<file path="src/rtl/mem_arbiter_pkg.sv">
// Shared types and encodings for the byte-serial memory arbiter.
// Sizes, FSM states, requester ids and the latched-request record live here.
package mem_arbiter_pkg;

  typedef logic [31:0] inst_addr_bus_t;
  typedef logic [31:0] inst_bus_t;

  localparam inst_bus_t ZeroWord = 32'h0000_0000;

  localparam logic [1:0] SIZE_B = 2'b00;
  localparam logic [1:0] SIZE_H = 2'b01;
  localparam logic [1:0] SIZE_W = 2'b10;

  typedef enum logic [1:0] {
    IDLE  = 2'd0,
    READ  = 2'd1,
    WRITE = 2'd2,
    DONE  = 2'd3
  } state_t;

  typedef enum logic {
    SRC_IF  = 1'b0,
    SRC_MEM = 1'b1
  } src_t;

  typedef struct packed {
    src_t        src;
    logic [2:0]  nbytes;
    logic [31:0] wdata;
  } req_t;

  // Encoding 11 is not defined by the MEM stage; it falls through to a word.
  function automatic logic [2:0] size_bytes(input logic [1:0] size);
    case (size)
      SIZE_B:  size_bytes = 3'd1;
      SIZE_H:  size_bytes = 3'd2;
      SIZE_W:  size_bytes = 3'd4;
      default: size_bytes = 3'd4;
    endcase
  endfunction

endpackage

</file>
<file path="src/rtl/mem_arbiter_if.sv">
// Requester-side bundle: instruction fetch and MEM stage handshakes.
// master = pipeline side, slave = arbiter side.
interface mem_arbiter_if;
  import mem_arbiter_pkg::*;

  logic           if_req;
  inst_addr_bus_t if_addr;
  logic           if_abort;
  logic           if_done;
  inst_bus_t      if_inst;

  logic           mem_req;
  logic           mem_we;
  logic [1:0]     mem_size;
  logic [31:0]    mem_addr;
  logic [31:0]    mem_wdata;
  logic           mem_done;
  logic [31:0]    mem_rdata;

  modport master (
    output if_req, if_addr, if_abort, mem_req, mem_we, mem_size, mem_addr, mem_wdata,
    input  if_done, if_inst, mem_done, mem_rdata
  );

  modport slave (
    input  if_req, if_addr, if_abort, mem_req, mem_we, mem_size, mem_addr, mem_wdata,
    output if_done, if_inst, mem_done, mem_rdata
  );

endinterface

</file>
<file path="src/rtl/mem_arb_grant.sv">
// Winner select for the IDLE grant cycle plus the last_grant history bit.
// RR_FAIR_EN defined: ties alternate; undefined: MEM always wins a tie.
module mem_arb_grant
  import mem_arbiter_pkg::*;
(
  input  logic clk,
  input  logic rst,
  input  logic en,
  input  logic if_req,
  input  logic if_abort,
  input  logic mem_req,
  output logic grant,
  output src_t winner
);

`ifdef RR_FAIR_EN
  localparam bit Fair = 1'b1;
`else
  localparam bit Fair = 1'b0;
`endif

  src_t last_grant;
  logic if_ok;

  // A fetch being intercepted in the grant cycle is not worth starting.
  assign if_ok = if_req & ~if_abort;
  assign grant = en & (mem_req | if_ok);

  always_comb begin
    winner = SRC_IF;
    if (mem_req && if_ok) begin
      winner = (Fair && last_grant == SRC_MEM) ? SRC_IF : SRC_MEM;
    end else if (mem_req) begin
      winner = SRC_MEM;
    end
  end

  always_ff @(posedge clk) begin
    if (rst) begin
      last_grant <= SRC_IF;
    end else if (grant) begin
      last_grant <= winner;
    end
  end

endmodule

</file>
<file path="src/rtl/mem_arbiter.sv">
// Byte-serial single-port RAM controller shared by instruction fetch and MEM.
// Optional macro RR_FAIR_EN (in mem_arb_grant) makes tie-breaking alternate.
module mem_arbiter
  import mem_arbiter_pkg::*;
#(
  parameter int ADDR_W = 17
) (
  input  logic              clk,
  input  logic              rst,
  mem_arbiter_if.slave      bus,
  output logic [ADDR_W-1:0] ram_a,
  output logic              ram_wr,
  output logic [7:0]        ram_dout,
  input  logic [7:0]        ram_din
);

  state_t            state, state_nxt;
  req_t              req, req_nxt, sel_req;
  logic              sel_we;
  logic [31:0]       sel_addr;
  logic [ADDR_W-1:0] addr, addr_nxt, cur_addr;
  logic [2:0]        cnt, cnt_nxt;
  logic [1:0]        byte_idx;
  logic [31:0]       asm_q, asm_nxt;
  logic              read_last, abort_if;
  logic              grant;
  src_t              winner;

  logic [ADDR_W-1:0] ram_a_nxt;
  logic              ram_wr_nxt;
  logic [7:0]        ram_dout_nxt;
  logic              if_done_nxt, mem_done_nxt;
  logic [31:0]       if_inst_nxt, mem_rdata_nxt;

  mem_arb_grant u_grant (
    .clk      (clk),
    .rst      (rst),
    .en       (state == IDLE),
    .if_req   (bus.if_req),
    .if_abort (bus.if_abort),
    .mem_req  (bus.mem_req),
    .grant    (grant),
    .winner   (winner)
  );

  always_comb begin
    if (winner == SRC_MEM) begin
      sel_req  = '{src: SRC_MEM, nbytes: size_bytes(bus.mem_size), wdata: bus.mem_wdata};
      sel_we   = bus.mem_we;
      sel_addr = bus.mem_addr;
    end else begin
      sel_req  = '{src: SRC_IF, nbytes: 3'd4, wdata: ZeroWord};
      sel_we   = 1'b0;
      sel_addr = bus.if_addr;
    end
  end

  // cnt counts cycles since the grant: it equals the number of addresses issued
  // while issuing, and read data for byte cnt-2 is on ram_din.
  assign cur_addr  = addr + ADDR_W'(cnt);
  assign byte_idx  = 2'(cnt - 3'd2);
  assign read_last = (cnt == 3'(req.nbytes + 3'd1));
  assign abort_if  = (req.src == SRC_IF) && bus.if_abort;

  always_ff @(posedge clk) begin
    if (rst) state <= IDLE;
    else     state <= state_nxt;
  end

  always_comb begin
    state_nxt = state;
    unique case (state)
      IDLE:    if (grant) state_nxt = sel_we ? WRITE : READ;
      READ:    if (abort_if)       state_nxt = IDLE;
               else if (read_last) state_nxt = DONE;
      WRITE:   if (cnt >= req.nbytes) state_nxt = DONE;
      DONE:    state_nxt = IDLE;
      default: state_nxt = IDLE;
    endcase
  end

  always_comb begin
    // NOTE: every target gets a default first, so no path leaves one unassigned
    // and no latch is inferred.
    req_nxt       = req;
    addr_nxt      = addr;
    cnt_nxt       = cnt;
    asm_nxt       = asm_q;
    ram_a_nxt     = ram_a;
    ram_wr_nxt    = 1'b0;
    ram_dout_nxt  = ram_dout;
    if_done_nxt   = 1'b0;
    mem_done_nxt  = 1'b0;
    if_inst_nxt   = bus.if_inst;
    mem_rdata_nxt = bus.mem_rdata;
    unique case (state)
      IDLE: begin
        if (grant) begin
          req_nxt   = sel_req;
          addr_nxt  = ADDR_W'(sel_addr);
          cnt_nxt   = 3'd1;
          asm_nxt   = ZeroWord;
          ram_a_nxt = ADDR_W'(sel_addr);
          if (sel_we) begin
            ram_wr_nxt   = 1'b1;
            ram_dout_nxt = sel_req.wdata[7:0];
          end
        end
      end
      READ: begin
        if (!abort_if) begin
          if (cnt >= 3'd2) asm_nxt[{byte_idx, 3'b000} +: 8] = ram_din;
          if (cnt < req.nbytes) ram_a_nxt = cur_addr;
          cnt_nxt = cnt + 3'd1;
          if (read_last) begin
            if (req.src == SRC_MEM) begin
              mem_done_nxt  = 1'b1;
              mem_rdata_nxt = asm_nxt;
            end else begin
              if_done_nxt = 1'b1;
              if_inst_nxt = asm_nxt;
            end
          end
        end
      end
      WRITE: begin
        if (cnt < req.nbytes) begin
          ram_a_nxt    = cur_addr;
          ram_dout_nxt = req.wdata[{cnt[1:0], 3'b000} +: 8];
          ram_wr_nxt   = 1'b1;
          cnt_nxt      = cnt + 3'd1;
        end else begin
          mem_done_nxt = 1'b1;
        end
      end
      DONE:    ;
      default: ;
    endcase
  end

  always_ff @(posedge clk) begin
    // NOTE: sequential state uses <= so every register samples pre-edge values.
    if (rst) begin
      req           <= '0;
      addr          <= '0;
      cnt           <= 3'd0;
      asm_q         <= ZeroWord;
      ram_a         <= '0;
      ram_wr        <= 1'b0;
      ram_dout      <= 8'h00;
      bus.if_done   <= 1'b0;
      bus.if_inst   <= ZeroWord;
      bus.mem_done  <= 1'b0;
      bus.mem_rdata <= ZeroWord;
    end else begin
      req           <= req_nxt;
      addr          <= addr_nxt;
      cnt           <= cnt_nxt;
      asm_q         <= asm_nxt;
      ram_a         <= ram_a_nxt;
      ram_wr        <= ram_wr_nxt;
      ram_dout      <= ram_dout_nxt;
      bus.if_done   <= if_done_nxt;
      bus.if_inst   <= if_inst_nxt;
      bus.mem_done  <= mem_done_nxt;
      bus.mem_rdata <= mem_rdata_nxt;
    end
  end

endmodule

</file>
<file path="src/flat_wrapper.sv">
// flat-port wrapper written by rule: the top's interface ports become plain ports
module mem_arbiter_flat import mem_arbiter_pkg::*;
#(
  parameter int ADDR_W = 17
)
  (clk, rst, ram_a, ram_wr, ram_dout, ram_din, bus_if_req, bus_if_addr, bus_if_abort, bus_mem_req, bus_mem_we, bus_mem_size, bus_mem_addr, bus_mem_wdata, bus_if_done, bus_if_inst, bus_mem_done, bus_mem_rdata);
  mem_arbiter_if bus_i ();
  input  logic clk;
  input  logic rst;
  output logic [ADDR_W-1:0] ram_a;
  output logic ram_wr;
  output logic [7:0] ram_dout;
  input  logic [7:0] ram_din;
  input wire logic [$bits(bus_i.if_req)-1:0] bus_if_req;
  input wire logic [$bits(bus_i.if_addr)-1:0] bus_if_addr;
  input wire logic [$bits(bus_i.if_abort)-1:0] bus_if_abort;
  input wire logic [$bits(bus_i.mem_req)-1:0] bus_mem_req;
  input wire logic [$bits(bus_i.mem_we)-1:0] bus_mem_we;
  input wire logic [$bits(bus_i.mem_size)-1:0] bus_mem_size;
  input wire logic [$bits(bus_i.mem_addr)-1:0] bus_mem_addr;
  input wire logic [$bits(bus_i.mem_wdata)-1:0] bus_mem_wdata;
  output wire logic [$bits(bus_i.if_done)-1:0] bus_if_done;
  output wire logic [$bits(bus_i.if_inst)-1:0] bus_if_inst;
  output wire logic [$bits(bus_i.mem_done)-1:0] bus_mem_done;
  output wire logic [$bits(bus_i.mem_rdata)-1:0] bus_mem_rdata;
  assign bus_i.if_req = bus_if_req;
  assign bus_i.if_addr = bus_if_addr;
  assign bus_i.if_abort = bus_if_abort;
  assign bus_i.mem_req = bus_mem_req;
  assign bus_i.mem_we = bus_mem_we;
  assign bus_i.mem_size = bus_mem_size;
  assign bus_i.mem_addr = bus_mem_addr;
  assign bus_i.mem_wdata = bus_mem_wdata;
  assign bus_if_done = bus_i.if_done;
  assign bus_if_inst = bus_i.if_inst;
  assign bus_mem_done = bus_i.mem_done;
  assign bus_mem_rdata = bus_i.mem_rdata;
  mem_arbiter #(.ADDR_W(ADDR_W)) u_core (.clk(clk), .rst(rst), .bus(bus_i), .ram_a(ram_a), .ram_wr(ram_wr), .ram_dout(ram_dout), .ram_din(ram_din));
endmodule
</file>
<file path="config.mk">
export PLATFORM = sky130hd
export DESIGN_NAME = mem_arbiter_flat
export DESIGN_NICKNAME = d
export VERILOG_FILES = /design/src/rtl/mem_arbiter_pkg.sv /design/src/rtl/mem_arbiter_if.sv /design/src/rtl/mem_arb_grant.sv /design/src/rtl/mem_arbiter.sv /design/src/flat_wrapper.sv
export SDC_FILE = /design/constraint.sdc
export NUM_CORES = 1
export LEC_CHECK = 0
export ABC_CLOCK_PERIOD_IN_PS = 6190
export BUFFER_PORTS_ARGS = -buffer_cell sky130_fd_sc_hd__buf_4
export CAP_MARGIN = 40
export CORE_UTILIZATION = 55
export CTS_BUF_LIST = sky130_fd_sc_hd__clkbuf_8
export CTS_CLUSTER_DIAMETER = 100
export DETAILED_ROUTE_END_ITERATION = 10
export PLACE_DENSITY = 0.86
export REMOVE_ABC_BUFFERS = 1
export SLEW_MARGIN = 20
export SYNTH_ARGS = -nofsm -noshare
export SYNTH_HDL_FRONTEND = slang
export SYNTH_SLANG_ARGS = --single-unit
</file>
<file path="constraint.sdc">
create_clock -name clk -period 6.19 [get_ports clk]
set_clock_uncertainty 0.05 [all_clocks]
set_input_delay 0.3095 -clock clk [delete_from_list [all_inputs] [get_ports clk]]
set_output_delay 0.3095 -clock clk [all_outputs]
set_load 0.005 [all_outputs]
</file>
==> results of run 1 <==
cells in the mapped netlist (3+ instances only):
library cell and instances:
sky130_fd_sc_hd__or3_1 3, sky130_fd_sc_hd__mux4_2 8, sky130_fd_sc_hd__and3_1 10, sky130_fd_sc_hd__clkbuf_1 55, sky130_fd_sc_hd__o21ai_0 14, sky130_fd_sc_hd__nand3_1 31, sky130_fd_sc_hd__nor3_1 9, sky130_fd_sc_hd__a22oi_1 40
sky130_fd_sc_hd__nor2b_1 13, sky130_fd_sc_hd__a21o_1 3, sky130_fd_sc_hd__o21a_1 3, sky130_fd_sc_hd__a32oi_1 8, sky130_fd_sc_hd__a311oi_1 8, sky130_fd_sc_hd__inv_1 21, sky130_fd_sc_hd__nand2b_1 21, sky130_fd_sc_hd__a211oi_1 85
sky130_fd_sc_hd__o2111ai_1 7, sky130_fd_sc_hd__xnor2_1 6, sky130_fd_sc_hd__mux2i_1 21, sky130_fd_sc_hd__dfxtp_1 182, sky130_fd_sc_hd__a21oi_1 95, sky130_fd_sc_hd__buf_2 18, sky130_fd_sc_hd__a22o_1 16, sky130_fd_sc_hd__o21ai_1 3
sky130_fd_sc_hd__nand4_1 4, sky130_fd_sc_hd__ha_1 17, sky130_fd_sc_hd__nor2_1 135, sky130_fd_sc_hd__xor2_1 5, sky130_fd_sc_hd__nand2_1 61, sky130_fd_sc_hd__buf_6 3, sky130_fd_sc_hd__buf_4 4
flip-flops by register name, summed over array words and instances (netlist names):
signal                count
u_core.addr              17
u_core.ram_wr             1
u_core.state              2
u_core.req               36
u_core.bus.mem_done       1
u_core.ram_dout           8
u_core.bus.mem_rdata     32
u_core.asm_q             32
u_core.cnt                3
u_core.bus.if_done        1
u_core.bus.if_inst       32
u_core.ram_a             17
worst reg2reg max path, delay by kind of cell (launching register included):
| kind | cells | cell delay [ps] |
|---|---|---|
| compound gates | 2 | 790 |
| buf+inv | 3 | 690 |
| fa+ha+maj | 1 | 690 |
| flops | 1 | 400 |
| simple gates | 1 | 210 |
metrics by stage:
| step | util, % | power [mW] | setup WS [ps] | cell area (µm²) | hold slack, ps |
|---|---|---|---|---|---|
| floorplan | - | 2.44 | 1550 | 7970 | 329 |
| finish | 68.9 | 3.78 | 3270 | 10100 | 61.4 |
| global route | 68.9 | 4.04 | 2950 | 10100 | 54.8 |
| global placement | 65.7 | 2.97 | 2720 | 9620 | 386 |
| CTS | 68.8 | 3.78 | 3250 | 10100 | 37.0 |
| detailed placement | 66.4 | 3.05 | 3270 | 9720 | 394 |
path summary, 6_finish.rpt:
check | to | slack (ps) | from | depth (start not counted)
max | u_core.ram_a[14] | 3270 | u_core.state[0] | 7
min | u_core.req[26] | 60 | bus_mem_wdata[26] | 3
max reg2reg | u_core.ram_a[14] | 3270 | u_core.state[0] | 7
min reg2reg | u_core.asm_q[30] | 400 | u_core.asm_q[30] | 2
kinds of logic after synthesis:
| family | after synthesis | share of synthesized area [%] |
|---|---|---|
| xor gates and xnor gates | 12 | 1.35 |
| muxes | 29 | 4.68 |
| AOI/OAI and AO/OA | 304 | 25.1 |
| and+or+nand+nor | 306 | 17.0 |
| buffers and inverters | 104 | 5.40 |
| DFF | 182 | 43.7 |
| adders and majority gates | 18 | 2.79 |
power by group through the flow:
stage          registers [mW]  clock network, mW  logic [mW]
2_1_floorplan            1.53                  0       0.907
3_3_place_gp             1.53                  0        1.44
3_5_place_dp             1.53                  0        1.52
4_1_cts                  1.51              0.750        1.53
5_1_grt                  1.53              0.797        1.72
6_report                 1.51              0.737        1.54
routing by layer:
layer | vias up | global-route usage [%] | routed length [µm]
met5 | - | 0 | 0
met4 | 0 | 8.39 | 299
li1 | 3729 | - | -
met3 | 25 | 5.69 | 1350
met2 | 245 | 42.5 | 9390
met1 | 3425 | 33.6 | 8760
layout make-up:
type                    instances  area (µm²)  share of cell area [%]
multi-input cells             669        4280                    42.4
flip-flops and latches        182        3640                    36.1
repair buffers                194        1510                    14.9
clock buffers                  17         234                    2.32
well taps                     184         230                    2.28
clock inverters                14         114                    1.13
inverters                      22        82.6                   0.819
==> metrics.txt, run 1 <==
# TYPE chip_impl_metric gauge
chip_impl_metric{name="cts_resized",unit=""} 0
chip_impl_metric{name="grt_pass1_wl",unit="µm"} 33100
chip_impl_metric{name="synthesis.area",unit="mm²"} 0.00834
chip_impl_metric{name="std_cell_rows",unit=""} 44
chip_impl_info{name="failed_checks",value="DRC"} 1
chip_impl_metric{name="critPathBufInv",unit=""} 3
chip_impl_metric{name="critPathRequiredTime",unit="ps"} 6510
chip_impl_info{name="tritoncts",value="built"} 1
chip_impl_metric{name="share_seq_of_total_power",unit="%"} 39.9
chip_impl_metric{name="static_power_due_to_leakage",unit="nW"} 4.01
chip_impl_metric{name="post_route_cells_drive_above_1_share",unit="%"} 22.7
chip_impl_metric{name="grt_start_max_net_pins",unit=""} 100
chip_impl_metric{name="finalWeightedCongestion",unit=""} 0.811
chip_impl_metric{name="first_global_vias",unit=""} 6809
chip_impl_metric{name="netlist.area_leader.share",unit="%"} 43.7
chip_impl_metric{name="worst-slew-pin-transition",unit="ps"} 853
chip_impl_metric{name="post_layout_nonfiller_instances",unit=""} 1282
chip_impl_metric{name="timing.critical_path.arrival",unit="ps"} 3230
chip_impl_metric{name="period_minus_slack",unit="ps"} 2920
chip_impl_info{name="crit_family",value="compound AO/OA/AOI/OAI gates"} 1
chip_impl_metric{name="h-tree-depth",unit=""} 4
chip_impl_metric{name="buffer_ports.inserted",unit=""} 173
chip_impl_metric{name="routed_wirelength",unit="µm"} 19800
chip_impl_metric{name="synth.lib_cells_used.distinct",unit=""} 64
chip_impl_metric{name="die-area",unit="mm²"} 0.0157
chip_impl_metric{name="cts_post_setup_buffers_inserted",unit=""} 0
chip_impl_metric{name="drt-initial-drc-count",unit=""} 727
chip_impl_metric{name="ys.warnings.count",unit=""} 0
chip_impl_metric{name="ir_drop",unit="µV"} 242
chip_impl_metric{name="fmax",unit="GHz"} 0.343
chip_impl_info{name="most-common-layout-cells",value="187 x sky130_fd_sc_hd__buf_4, 182 x sky130_fd_sc_hd__dfxtp_1, 135 x sky130_fd_sc_hd__nor2_1, 95 x sky130_fd_sc_hd__a21oi_1, 85 x sky130_fd_sc_hd__a211oi_1"} 1
chip_impl_metric{name="dp_cells",unit=""} 1249
chip_impl_metric{name="power.density_cell_area",unit="mW/mm²"} 375
chip_impl_info{name="critPathLaunchType",value="flip-flop"} 1
chip_impl_metric{name="nets",unit=""} 1216
chip_impl_info{name="layout_commonest_cell",value="sky130_fd_sc_hd__buf_4"} 1
chip_impl_metric{name="max_transition_margin",unit="%"} 42.4
chip_impl_metric{name="antenna-diode-count",unit=""} 0
chip_impl_metric{name="timing.setup.tns",unit="ps"} 0
chip_impl_metric{name="switching_power",unit="mW"} 1.48
chip_impl_metric{name="fin_crit_sh",unit="%"} 47.1
chip_impl_info{name="timing.critical_path.to_type",value="flip-flop"} 1
chip_impl_info{name="crit_type",value="reg -> reg"} 1
chip_impl_metric{name="top_level_port_count",unit=""} 204
chip_impl_info{name="holdCritPathClass",value="in -> reg"} 1
chip_impl_metric{name="core_area",unit="mm²"} 0.0146
chip_impl_metric{name="power.share.clock",unit="%"} 19.5
chip_impl_metric{name="die_width",unit="µm"} 125
chip_impl_metric{name="number_of_clock_sinks",unit=""} 182
chip_impl_metric{name="async_reset_ff_share",unit="%"} 0
chip_impl_metric{name="worst_path_largest_cell_delay",unit="ps"} 690
chip_impl_metric{name="route.detailed.drc",unit=""} 22
chip_impl_metric{name="grt_overflow_total",unit=""} 0
chip_impl_metric{name="die-height",unit="µm"} 125
chip_impl_metric{name="detail_route.first_pass.iterations",unit=""} 9
chip_impl_info{name="synth_top_flop_cell",value="sky130_fd_sc_hd__dfxtp_1"} 1
chip_impl_metric{name="gr-usage-all-layers",unit="%"} 25.8
chip_impl_metric{name="setup-violations-final",unit=""} 0
chip_impl_metric{name="path_max_fanout",unit=""} 25
chip_impl_metric{name="postCtsHoldBufs",unit=""} 0
chip_impl_metric{name="layout.filler_cells",unit=""} 1214
chip_impl_metric{name="pwr-share-comb",unit="%"} 40.7
chip_impl_metric{name="routed_wire_length_per_instance",unit="µm"} 15.4
chip_impl_metric{name="syn_inst",unit=""} 955
chip_impl_metric{name="clk_transition_reported_paths",unit="ps"} 90
chip_impl_info{name="cp_cell_sequence",value="inv_1 > ha_1 > inv_2 > a21oi_1 > nor2_1 > buf_4 > a311o_1"} 1
chip_impl_metric{name="antenna_found_initial",unit=""} 0
chip_impl_info{name="status",value="finished with violations"} 1
chip_impl_metric{name="antenna_violating_nets_post_route",unit=""} 0
chip_impl_metric{name="ys_seq_elements",unit=""} 182
chip_impl_metric{name="cts-buffers-inserted",unit=""} 17
chip_impl_info{name="worst_path_max_delay_cell",value="sky130_fd_sc_hd__ha_1"} 1
chip_impl_info{name="clock-root-buffer",value="sky130_fd_sc_hd__clkbuf_8"} 1
chip_impl_metric{name="clock_latency",unit="ps"} 470
chip_impl_metric{name="ctsLongestPathBuffers",unit=""} 2
chip_impl_metric{name="final_hold_viol_count",unit=""} 0
chip_impl_info{name="synth_area_leader_cell",value="sky130_fd_sc_hd__dfxtp_1"} 1
chip_impl_metric{name="slew_viol_final",unit=""} 0
chip_impl_metric{name="dr_vias",unit=""} 7424
chip_impl_metric{name="timing.max_cap.violations",unit=""} 0
chip_impl_metric{name="synth.yosys.seq_area_share",unit="%"} 43.7
chip_impl_metric{name="syn_to_final_growth",unit="%"} 21.0
chip_impl_metric{name="sw_frac_of_total",unit="%"} 39.2
chip_impl_info{name="grt_setup_unrepaired",value="false"} 1
chip_impl_metric{name="floorplan.initialDensity",unit="%"} 56.9
chip_impl_metric{name="route.detailed.vias_per_inst",unit=""} 5.79
chip_impl_metric{name="synth_enable_flop_cells",unit=""} 0
chip_impl_metric{name="p_int",unit="mW"} 2.30
chip_impl_metric{name="dp.final_hpwl",unit="µm"} 13000
chip_impl_info{name="synth.top_cells.by_area",value="sky130_fd_sc_hd__dfxtp_1 44%, sky130_fd_sc_hd__a211oi_1 7.7%, sky130_fd_sc_hd__nor2_1 6.1%, sky130_fd_sc_hd__a21oi_1 5.7%, sky130_fd_sc_hd__a22oi_1 3.6%"} 1
chip_impl_metric{name="post_synth.cell_area_avg",unit="µm²"} 8.73
Note: power is estimated with default switching activity, not from simulation.
==> inputs of run 2 (changes only) <==
--- a/config.mk
+++ b/config.mk
@@ -5,14 +5,15 @@
 export SDC_FILE = /design/constraint.sdc
 export NUM_CORES = 1
 export LEC_CHECK = 0
-export ABC_CLOCK_PERIOD_IN_PS = 6190
+export ABC_AREA = 1
+export ABC_CLOCK_PERIOD_IN_PS = 2400
 export BUFFER_PORTS_ARGS = -buffer_cell sky130_fd_sc_hd__buf_4
 export CAP_MARGIN = 40
-export CORE_UTILIZATION = 55
+export CORE_UTILIZATION = 51
 export CTS_BUF_LIST = sky130_fd_sc_hd__clkbuf_8
 export CTS_CLUSTER_DIAMETER = 100
 export DETAILED_ROUTE_END_ITERATION = 10
-export PLACE_DENSITY = 0.86
+export PLACE_DENSITY = 0.83
 export REMOVE_ABC_BUFFERS = 1
 export SLEW_MARGIN = 20
 export SYNTH_ARGS = -nofsm -noshare
==> constraint.sdc (replaced) <==
create_clock -name clk -period 2.4 [get_ports clk]
set_clock_uncertainty 0.05 [all_clocks]
set_input_delay 0.12 -clock clk [delete_from_list [all_inputs] [get_ports clk]]
set_output_delay 0.12 -clock clk [all_outputs]
set_load 0.005 [all_outputs]
==> metrics.txt, run 2 <==
# TYPE chip_impl_metric gauge
chip_impl_metric{name="synth.lib_cells_used.distinct",unit=""} 33
chip_impl_metric{name="synthesis.area",unit="mm²"} 0.00885
chip_impl_metric{name="die-height",unit="µm"} 134
chip_impl_metric{name="antenna-diode-count",unit=""} 0
chip_impl_metric{name="netlist.area_leader.share",unit="%"} 41.2
chip_impl_info{name="synth.top_cells.by_area",value="sky130_fd_sc_hd__dfxtp_1 41%, sky130_fd_sc_hd__nand2_1 18%, sky130_fd_sc_hd__nor2_1 9.8%, sky130_fd_sc_hd__a21oi_1 6.1%, sky130_fd_sc_hd__inv_1 4.9%"} 1
chip_impl_metric{name="static_power_due_to_leakage",unit="nW"} 5.57
chip_impl_metric{name="critPathRequiredTime",unit="ps"} 2740
chip_impl_info{name="yosysMostFrequentCell",value="sky130_fd_sc_hd__nand2_1"} 1
chip_impl_metric{name="largest_reg_flops",unit=""} 36
chip_impl_metric{name="slew_viol_final",unit=""} 0
chip_impl_info{name="layout_commonest_cell",value="sky130_fd_sc_hd__nand2_1"} 1
chip_impl_metric{name="fmax",unit="GHz"} 0.453
chip_impl_metric{name="core_area",unit="mm²"} 0.0168
chip_impl_metric{name="pwr-share-comb",unit="%"} 43.6
chip_impl_metric{name="gr-usage-all-layers",unit="%"} 26.6
chip_impl_metric{name="syn_inst",unit=""} 1350
chip_impl_metric{name="switching_power",unit="mW"} 4.27
chip_impl_metric{name="buffer_ports.inserted",unit=""} 173
chip_impl_metric{name="final_hold_viol_count",unit=""} 0
chip_impl_info{name="most-common-layout-cells",value="423 x sky130_fd_sc_hd__nand2_1, 230 x sky130_fd_sc_hd__nor2_1, 188 x sky130_fd_sc_hd__buf_4, 182 x sky130_fd_sc_hd__dfxtp_1, 117 x sky130_fd_sc_hd__inv_1"} 1
chip_impl_info{name="timing.critical_path.to_type",value="flip-flop"} 1
chip_impl_metric{name="antenna_violating_nets_post_route",unit=""} 0
chip_impl_info{name="tritoncts",value="built"} 1
chip_impl_metric{name="std_cell_rows",unit=""} 47
chip_impl_info{name="crit_type",value="reg -> reg"} 1
chip_impl_info{name="critPathLaunchType",value="flip-flop"} 1
chip_impl_metric{name="syn_to_final_growth",unit="%"} 29.2
chip_impl_info{name="largest-register",value="u_core.req"} 1
chip_impl_metric{name="max_transition_margin",unit="%"} 46.1
chip_impl_info{name="synth_common_cells",value="423 x sky130_fd_sc_hd__nand2_1, 232 x sky130_fd_sc_hd__nor2_1, 182 x sky130_fd_sc_hd__dfxtp_1"} 1
chip_impl_metric{name="first_global_vias",unit=""} 8253
chip_impl_info{name="synth_top_flop_cell",value="sky130_fd_sc_hd__dfxtp_1"} 1
chip_impl_metric{name="ys.warnings.count",unit=""} 0
chip_impl_metric{name="top_level_port_count",unit=""} 204
chip_impl_metric{name="antenna_found_initial",unit=""} 0
chip_impl_info{name="holdCritPathClass",value="in -> reg"} 1
chip_impl_metric{name="timing.critical_path.arrival",unit="ps"} 2550
chip_impl_metric{name="worst_slack_placed",unit="ps"} -13.4
chip_impl_metric{name="h-tree-depth",unit=""} 4
chip_impl_metric{name="dp_cells",unit=""} 1692
chip_impl_metric{name="cts-buffers-inserted",unit=""} 17
chip_impl_metric{name="async_reset_ff_share",unit="%"} 0
chip_impl_metric{name="clock_latency",unit="ps"} 470
chip_impl_metric{name="post_route_cells_drive_above_1_share",unit="%"} 15.1
chip_impl_metric{name="dr_vias",unit=""} 9214
chip_impl_metric{name="sw_frac_of_total",unit="%"} 40.8
chip_impl_metric{name="fin_crit_sh",unit="%"} 92.0
chip_impl_metric{name="timing.setup.tns",unit="ps"} 0
chip_impl_metric{name="synth.yosys.seq_area_share",unit="%"} 41.2
chip_impl_metric{name="routed_wire_length_per_instance",unit="µm"} 13.1
chip_impl_metric{name="ff2ff_setup_slack",unit="ps"} 190
chip_impl_metric{name="report.power.total",unit="mW"} 10.5
chip_impl_metric{name="finalWeightedCongestion",unit=""} 0.934
chip_impl_metric{name="nets",unit=""} 1695
chip_impl_metric{name="clk_transition_reported_paths",unit="ps"} 90
chip_impl_metric{name="post_synth.cell_area_avg",unit="µm²"} 6.55
chip_impl_metric{name="grt_overflow_total",unit=""} 0
chip_impl_info{name="clock-root-buffer",value="sky130_fd_sc_hd__clkbuf_8"} 1
chip_impl_metric{name="power.density_cell_area",unit="mW/mm²"} 914
chip_impl_metric{name="dp.final_hpwl",unit="µm"} 15000
chip_impl_metric{name="die-area",unit="mm²"} 0.0179
chip_impl_metric{name="p_int",unit="mW"} 6.18
chip_impl_info{name="status",value="complete, no violations"} 1
chip_impl_metric{name="placedInstanceArea",unit="mm²"} 0.0103
chip_impl_metric{name="share_seq_of_total_power",unit="%"} 36.2
chip_impl_metric{name="setup-violations-final",unit=""} 0
chip_impl_info{name="grt_setup_unrepaired",value="true"} 1
chip_impl_metric{name="die_width",unit="µm"} 134
chip_impl_metric{name="grt_pass1_wl",unit="µm"} 38600
chip_impl_metric{name="worst-slew-pin-transition",unit="ps"} 805
chip_impl_metric{name="fin_area",unit="mm²"} 0.0114
chip_impl_metric{name="floorplan.initialDensity",unit="%"} 52.8
chip_impl_info{name="synth_area_leader_cell",value="sky130_fd_sc_hd__dfxtp_1"} 1
chip_impl_metric{name="grt_start_max_net_pins",unit=""} 90
chip_impl_metric{name="route.detailed.vias_per_inst",unit=""} 5.12
chip_impl_metric{name="routed_wirelength",unit="µm"} 23600
chip_impl_metric{name="synth_enable_flop_cells",unit=""} 0
chip_impl_metric{name="fin_ws",unit="ps"} 191
chip_impl_metric{name="post_layout_nonfiller_instances",unit=""} 1798
chip_impl_metric{name="route.detailed.drc",unit=""} 0
chip_impl_metric{name="drt-initial-drc-count",unit=""} 743
chip_impl_metric{name="period_minus_slack",unit="ps"} 2210
chip_impl_metric{name="number_of_clock_sinks",unit=""} 182
chip_impl_metric{name="ys_seq_elements",unit=""} 182
chip_impl_metric{name="ctsLongestPathBuffers",unit=""} 2
chip_impl_metric{name="ir_drop",unit="µV"} 595
chip_impl_metric{name="finish.utilization",unit="%"} 68.2
chip_impl_metric{name="detail_route.first_pass.iterations",unit=""} 5
chip_impl_metric{name="timing.max_cap.violations",unit=""} 0
chip_impl_metric{name="path_max_fanout",unit=""} 13
chip_impl_metric{name="power.share.clock",unit="%"} 20.2
chip_impl_metric{name="final.hold.worst_slack",unit="ps"} 39.7
-- run 2: changes by cell type in the layout (fill, tap and decap cells not counted), sizes merged, moves of 16 or more --
cell	previous run	this run
dlygate4sd3	0	71
inv	26	123
nand2	61	425
a22o	16	0
o21ai	18	77
nand2b	21	0
a22oi	40	0
nor2	135	233
a211oi	86	9
-- run 2: logic make-up (layout without fill, tap and decap cells) --
kind of cell	count (synthesis)	in the layout	share of synthesized area, %
buffers and inverters	192	419	9.02
and+or+nand+nor	725	726	32.3
xor gates and xnor gates	9	9	0.891
adders and majority gates	18	18	2.63
AOI/OAI and AO/OA	216	216	13.0
muxes	8	8	0.905
DFF	182	182	41.2
-- run 2: cell type report --
class | instances | area, µm²
Timing Repair Buffer | 266 | 2240
Clock buffer | 20 | 275
Tap cell | 220 | 275
Inverter | 121 | 454
Fill cell | 1425 | 5330
Multi-Input combinational cell | 977 | 4420
Clock inverter | 12 | 128
Sequential cell | 182 | 3640
-- run 2: power groups by stage --
stage | clock network (mW) | logic [mW] | registers [mW]
6_report | 2.11 | 4.56 | 3.78
5_1_grt | 2.28 | 5.06 | 3.83
4_1_cts | 2.14 | 4.42 | 3.77
3_5_place_dp | 0 | 4.24 | 3.83
3_3_place_gp | 0 | 4.15 | 3.83
2_1_floorplan | 0 | 2.63 | 3.84
-- run 2: path summary, 6_finish.rpt --
path	from	endpoint	cells after the start
max	u_core.cnt[0]	u_core.asm_q[21]	7
min	bus_mem_addr[5]	u_core.ram_a[5]	5
max reg2reg	u_core.cnt[0]	u_core.asm_q[21]	7
min reg2reg	u_core.asm_q[18]	u_core.asm_q[18]	2
-- run 2: metal layers --
| layer | share of wire (%) | vias up | GRT usage, % |
|---|---|---|---|
| met5 | 0 | - | 0 |
| met4 | 2.4 | 0 | 10.2 |
| met3 | 6.1 | 50 | 5.10 |
| met2 | 50 | 340 | 45.2 |
| met1 | 42 | 4162 | 33.0 |
| li1 | - | 4662 | - |
-- run 2: worst max-delay path, stage by stage (launching register included) --
cell                      delay, ps
sky130_fd_sc_hd__dfxtp_1        410
sky130_fd_sc_hd__inv_1          160
sky130_fd_sc_hd__ha_1           330
sky130_fd_sc_hd__nor3_2         690
sky130_fd_sc_hd__o21ai_0        170
sky130_fd_sc_hd__nand2_1        150
sky130_fd_sc_hd__nand2_1         60
sky130_fd_sc_hd__a21oi_1        120
-- run 2: timing repair --
item,CTS,global route
cloned,1,0
resized for setup,0,5
pin swaps,1,1
hold endpoints to repair,60,0
hold buffers,71,0
setup endpoints to repair,13,37
buffers inserted,0,2
==> inputs of run 3 (changes only) <==
--- a/config.mk
+++ b/config.mk
@@ -13,6 +13,7 @@
 export CTS_BUF_LIST = sky130_fd_sc_hd__clkbuf_8
 export CTS_CLUSTER_DIAMETER = 100
 export DETAILED_ROUTE_END_ITERATION = 10
+export GPL_TIMING_DRIVEN = 0
 export PLACE_DENSITY = 0.83
 export REMOVE_ABC_BUFFERS = 1
 export SLEW_MARGIN = 20
==> metrics.txt, run 3 (synthesis results as in run 2) <==
# TYPE chip_impl_metric gauge
chip_impl_metric{name="setup-violations-final",unit=""} 0
chip_impl_metric{name="static_power_due_to_leakage",unit="nW"} 5.53
chip_impl_metric{name="die-height",unit="µm"} 134
chip_impl_info{name="crit_type",value="reg -> reg"} 1
chip_impl_metric{name="std_cell_rows",unit=""} 47
chip_impl_info{name="layout_commonest_cell",value="sky130_fd_sc_hd__nand2_1"} 1
chip_impl_metric{name="grt_start_max_net_pins",unit=""} 54
chip_impl_metric{name="h-tree-depth",unit=""} 4
chip_impl_metric{name="routed_wire_length_per_instance",unit="µm"} 13.6
chip_impl_metric{name="worst_slack_placed",unit="ps"} -786
chip_impl_info{name="holdCritPathClass",value="in -> reg"} 1
chip_impl_metric{name="path_max_fanout",unit=""} 14
chip_impl_metric{name="slew_viol_final",unit=""} 0
chip_impl_metric{name="die_width",unit="µm"} 134
chip_impl_metric{name="route.detailed.vias_per_inst",unit=""} 5.09
chip_impl_metric{name="timing.max_cap.violations",unit=""} 0
chip_impl_metric{name="syn_to_final_growth",unit="%"} 29.2
chip_impl_metric{name="layout.filler_cells",unit=""} 1418
chip_impl_metric{name="switching_power",unit="mW"} 4.40
chip_impl_metric{name="grt_overflow_total",unit=""} 0
chip_impl_metric{name="p_int",unit="mW"} 6.11
chip_impl_metric{name="ir_drop",unit="µV"} 532
chip_impl_metric{name="final_hold_viol_count",unit=""} 0
chip_impl_metric{name="critPathRequiredTime",unit="ps"} 2760
chip_impl_metric{name="whs_path_depth",unit=""} 3
chip_impl_metric{name="top_level_port_count",unit=""} 204
chip_impl_metric{name="antenna_found_initial",unit=""} 0
chip_impl_metric{name="post_route_cells_drive_above_1_share",unit="%"} 16.7
chip_impl_metric{name="fin_ws",unit="ps"} 132
chip_impl_metric{name="nets",unit=""} 1689
chip_impl_metric{name="core_area",unit="mm²"} 0.0168
chip_impl_info{name="cp_common_cell",value="sky130_fd_sc_hd__inv_1"} 1
chip_impl_metric{name="fmax",unit="GHz"} 0.441
chip_impl_metric{name="finalWeightedCongestion",unit=""} 0.894
chip_impl_metric{name="drt-initial-drc-count",unit=""} 571
chip_impl_metric{name="gr-usage-all-layers",unit="%"} 27.5
chip_impl_metric{name="pwr-share-comb",unit="%"} 44.9
chip_impl_info{name="crit_family",value="buffers and inverters"} 1
chip_impl_metric{name="worst_path_largest_cell_delay",unit="ps"} 580
chip_impl_metric{name="clock_latency",unit="ps"} 460
chip_impl_metric{name="first_global_vias",unit=""} 8555
chip_impl_info{name="cp_cell_sequence",value="inv_1 > ha_2 > inv_1 > nor2_4 > nor2_1 > a311oi_1 > dlygate4sd3_1"} 1
chip_impl_metric{name="route.detailed.drc",unit=""} 0
chip_impl_metric{name="share_seq_of_total_power",unit="%"} 36.5
chip_impl_metric{name="timing.critical_path.arrival",unit="ps"} 2630
chip_impl_info{name="clock-root-buffer",value="sky130_fd_sc_hd__clkbuf_8"} 1
chip_impl_metric{name="detail_route.first_pass.iterations",unit=""} 6
chip_impl_info{name="most-common-layout-cells",value="421 x sky130_fd_sc_hd__nand2_1, 228 x sky130_fd_sc_hd__nor2_1, 190 x sky130_fd_sc_hd__buf_4, 179 x sky130_fd_sc_hd__dfxtp_1, 113 x sky130_fd_sc_hd__inv_1"} 1
chip_impl_metric{name="die-area",unit="mm²"} 0.0179
chip_impl_info{name="timing.critical_path.to_type",value="flip-flop"} 1
chip_impl_info{name="critPathLaunchType",value="flip-flop"} 1
chip_impl_metric{name="critPathBufInv",unit=""} 3
chip_impl_metric{name="grt_pass1_wl",unit="µm"} 39700
chip_impl_metric{name="antenna-diode-count",unit=""} 0
chip_impl_metric{name="finish.utilization",unit="%"} 68.2
chip_impl_metric{name="sw_frac_of_total",unit="%"} 41.9
chip_impl_metric{name="cts-buffers-inserted",unit=""} 17
chip_impl_metric{name="buffer_ports.inserted",unit=""} 173
chip_impl_metric{name="cell_depth_of_the_worst_setup_path",unit=""} 7
chip_impl_metric{name="power.share.clock",unit="%"} 18.7
chip_impl_metric{name="worst-slew-pin-transition",unit="ps"} 754
chip_impl_info{name="grt_setup_unrepaired",value="true"} 1
chip_impl_metric{name="fin_crit_sh",unit="%"} 94.5
chip_impl_info{name="status",value="complete, no violations"} 1
chip_impl_metric{name="floorplan.initialDensity",unit="%"} 52.8
chip_impl_metric{name="power.density_cell_area",unit="mW/mm²"} 920
chip_impl_info{name="tritoncts",value="built"} 1
chip_impl_metric{name="ctsLongestPathBuffers",unit=""} 2
chip_impl_metric{name="max_transition_margin",unit="%"} 49.5
chip_impl_metric{name="routed_wirelength",unit="µm"} 24300
chip_impl_metric{name="number_of_clock_sinks",unit=""} 182
chip_impl_metric{name="period_minus_slack",unit="ps"} 2270
chip_impl_metric{name="ff2ff_setup_slack",unit="ps"} 130
chip_impl_metric{name="worstRegToRegCells",unit=""} 7
chip_impl_metric{name="largest_reg_flops",unit=""} 36
chip_impl_info{name="largest-register",value="u_core.req"} 1
chip_impl_metric{name="antenna_violating_nets_post_route",unit=""} 0
chip_impl_metric{name="clk_transition_reported_paths",unit="ps"} 90
chip_impl_metric{name="dr_vias",unit=""} 9122
chip_impl_metric{name="dp.final_hpwl",unit="µm"} 15500
chip_impl_info{name="worst_path_max_delay_cell",value="sky130_fd_sc_hd__dlygate4sd3_1"} 1
[run 3: cell types whose count changed in the layout (fill, tap and decap cells not counted), moves of 3 or more]
cell,delta
sky130_fd_sc_hd__clkinv_2,+3
sky130_fd_sc_hd__clkinvlp_4,+4
sky130_fd_sc_hd__dfxtp_1,-3
sky130_fd_sc_hd__dlygate4sd3_1,-12
sky130_fd_sc_hd__ha_1,-4
sky130_fd_sc_hd__ha_2,+4
sky130_fd_sc_hd__inv_1,-4
[run 3: final cells by class]
class / instances / area, µm² / share of cell area [%]
tap: 220 / 275 / 2.41
clock inverter: 14 / 111 / 0.974
clock buffer: 18 / 248 / 2.17
timing repair inverter: 1 / 5.00 / 0.0438
multi-input combinational: 978 / 4490 / 39.3
sequential: 182 / 3650 / 31.9
inverter: 121 / 475 / 4.16
timing repair buffer: 258 / 2170 / 19.0
[run 3: routing by layer]
layer | vias to the layer above | track usage [%] | share of wire (%)
met5 | - | 0 | 0
met3 | 54 | 5.33 | 6.2
met4 | 0 | 11.7 | 2.6
li1 | 4656 | - | -
met2 | 274 | 48.1 | 50
met1 | 4138 | 32.8 | 41
[run 3: what timing repair did]
item	4_1_cts	5_1_grt
cloned	3	0
resized for setup	8	16
buffers inserted	8	5
endpoints found under the hold margin	57	0
setup endpoints to repair	151	148
pin swaps	3	2
hold buffers	59	0
[run 3: worst min-delay path, cell delays in order]
cell	delay (ps)
sky130_fd_sc_hd__buf_4	80
sky130_fd_sc_hd__mux2i_1	70
sky130_fd_sc_hd__a211oi_1	210
[run 3: stage by stage]
stage / power, mW / cells / hold WS (ps) / setup TNS, ps / cell area [µm²]
2_1_floorplan: 6.47 / 1279 / 139 / -73220 / 8500
3_3_place_gp: 7.75 / 1672 / 322 / -269760 / 10100
3_5_place_dp: 8.07 / 1685 / 329 / -74160 / 10300
4_1_cts: 10.3 / 1787 / 1.25 / 0 / 11400
5_1_grt: 11.3 / 1792 / 40.0 / -16.2 / 11400
6_report: 10.5 / 1792 / 20.5 / 0 / 11400
[run 3: final timing paths]
path / from / to
min: bus_if_addr[2] / u_core.addr[2]
min reg2reg: u_core.req[18] / u_core.req[18]
max: u_core.state[1] / u_core.addr[12]
max reg2reg: u_core.state[1] / u_core.addr[12]
[run 3: power groups by stage]
stage          Sequential, mW  Combinational (mW)  Clock (mW)
2_1_floorplan            3.84                2.63           0
3_3_place_gp             3.91                3.83           0
3_5_place_dp             3.87                4.20           0
4_1_cts                  3.82                4.49        2.00
5_1_grt                  3.88                5.28        2.12
6_report                 3.83                4.71        1.96
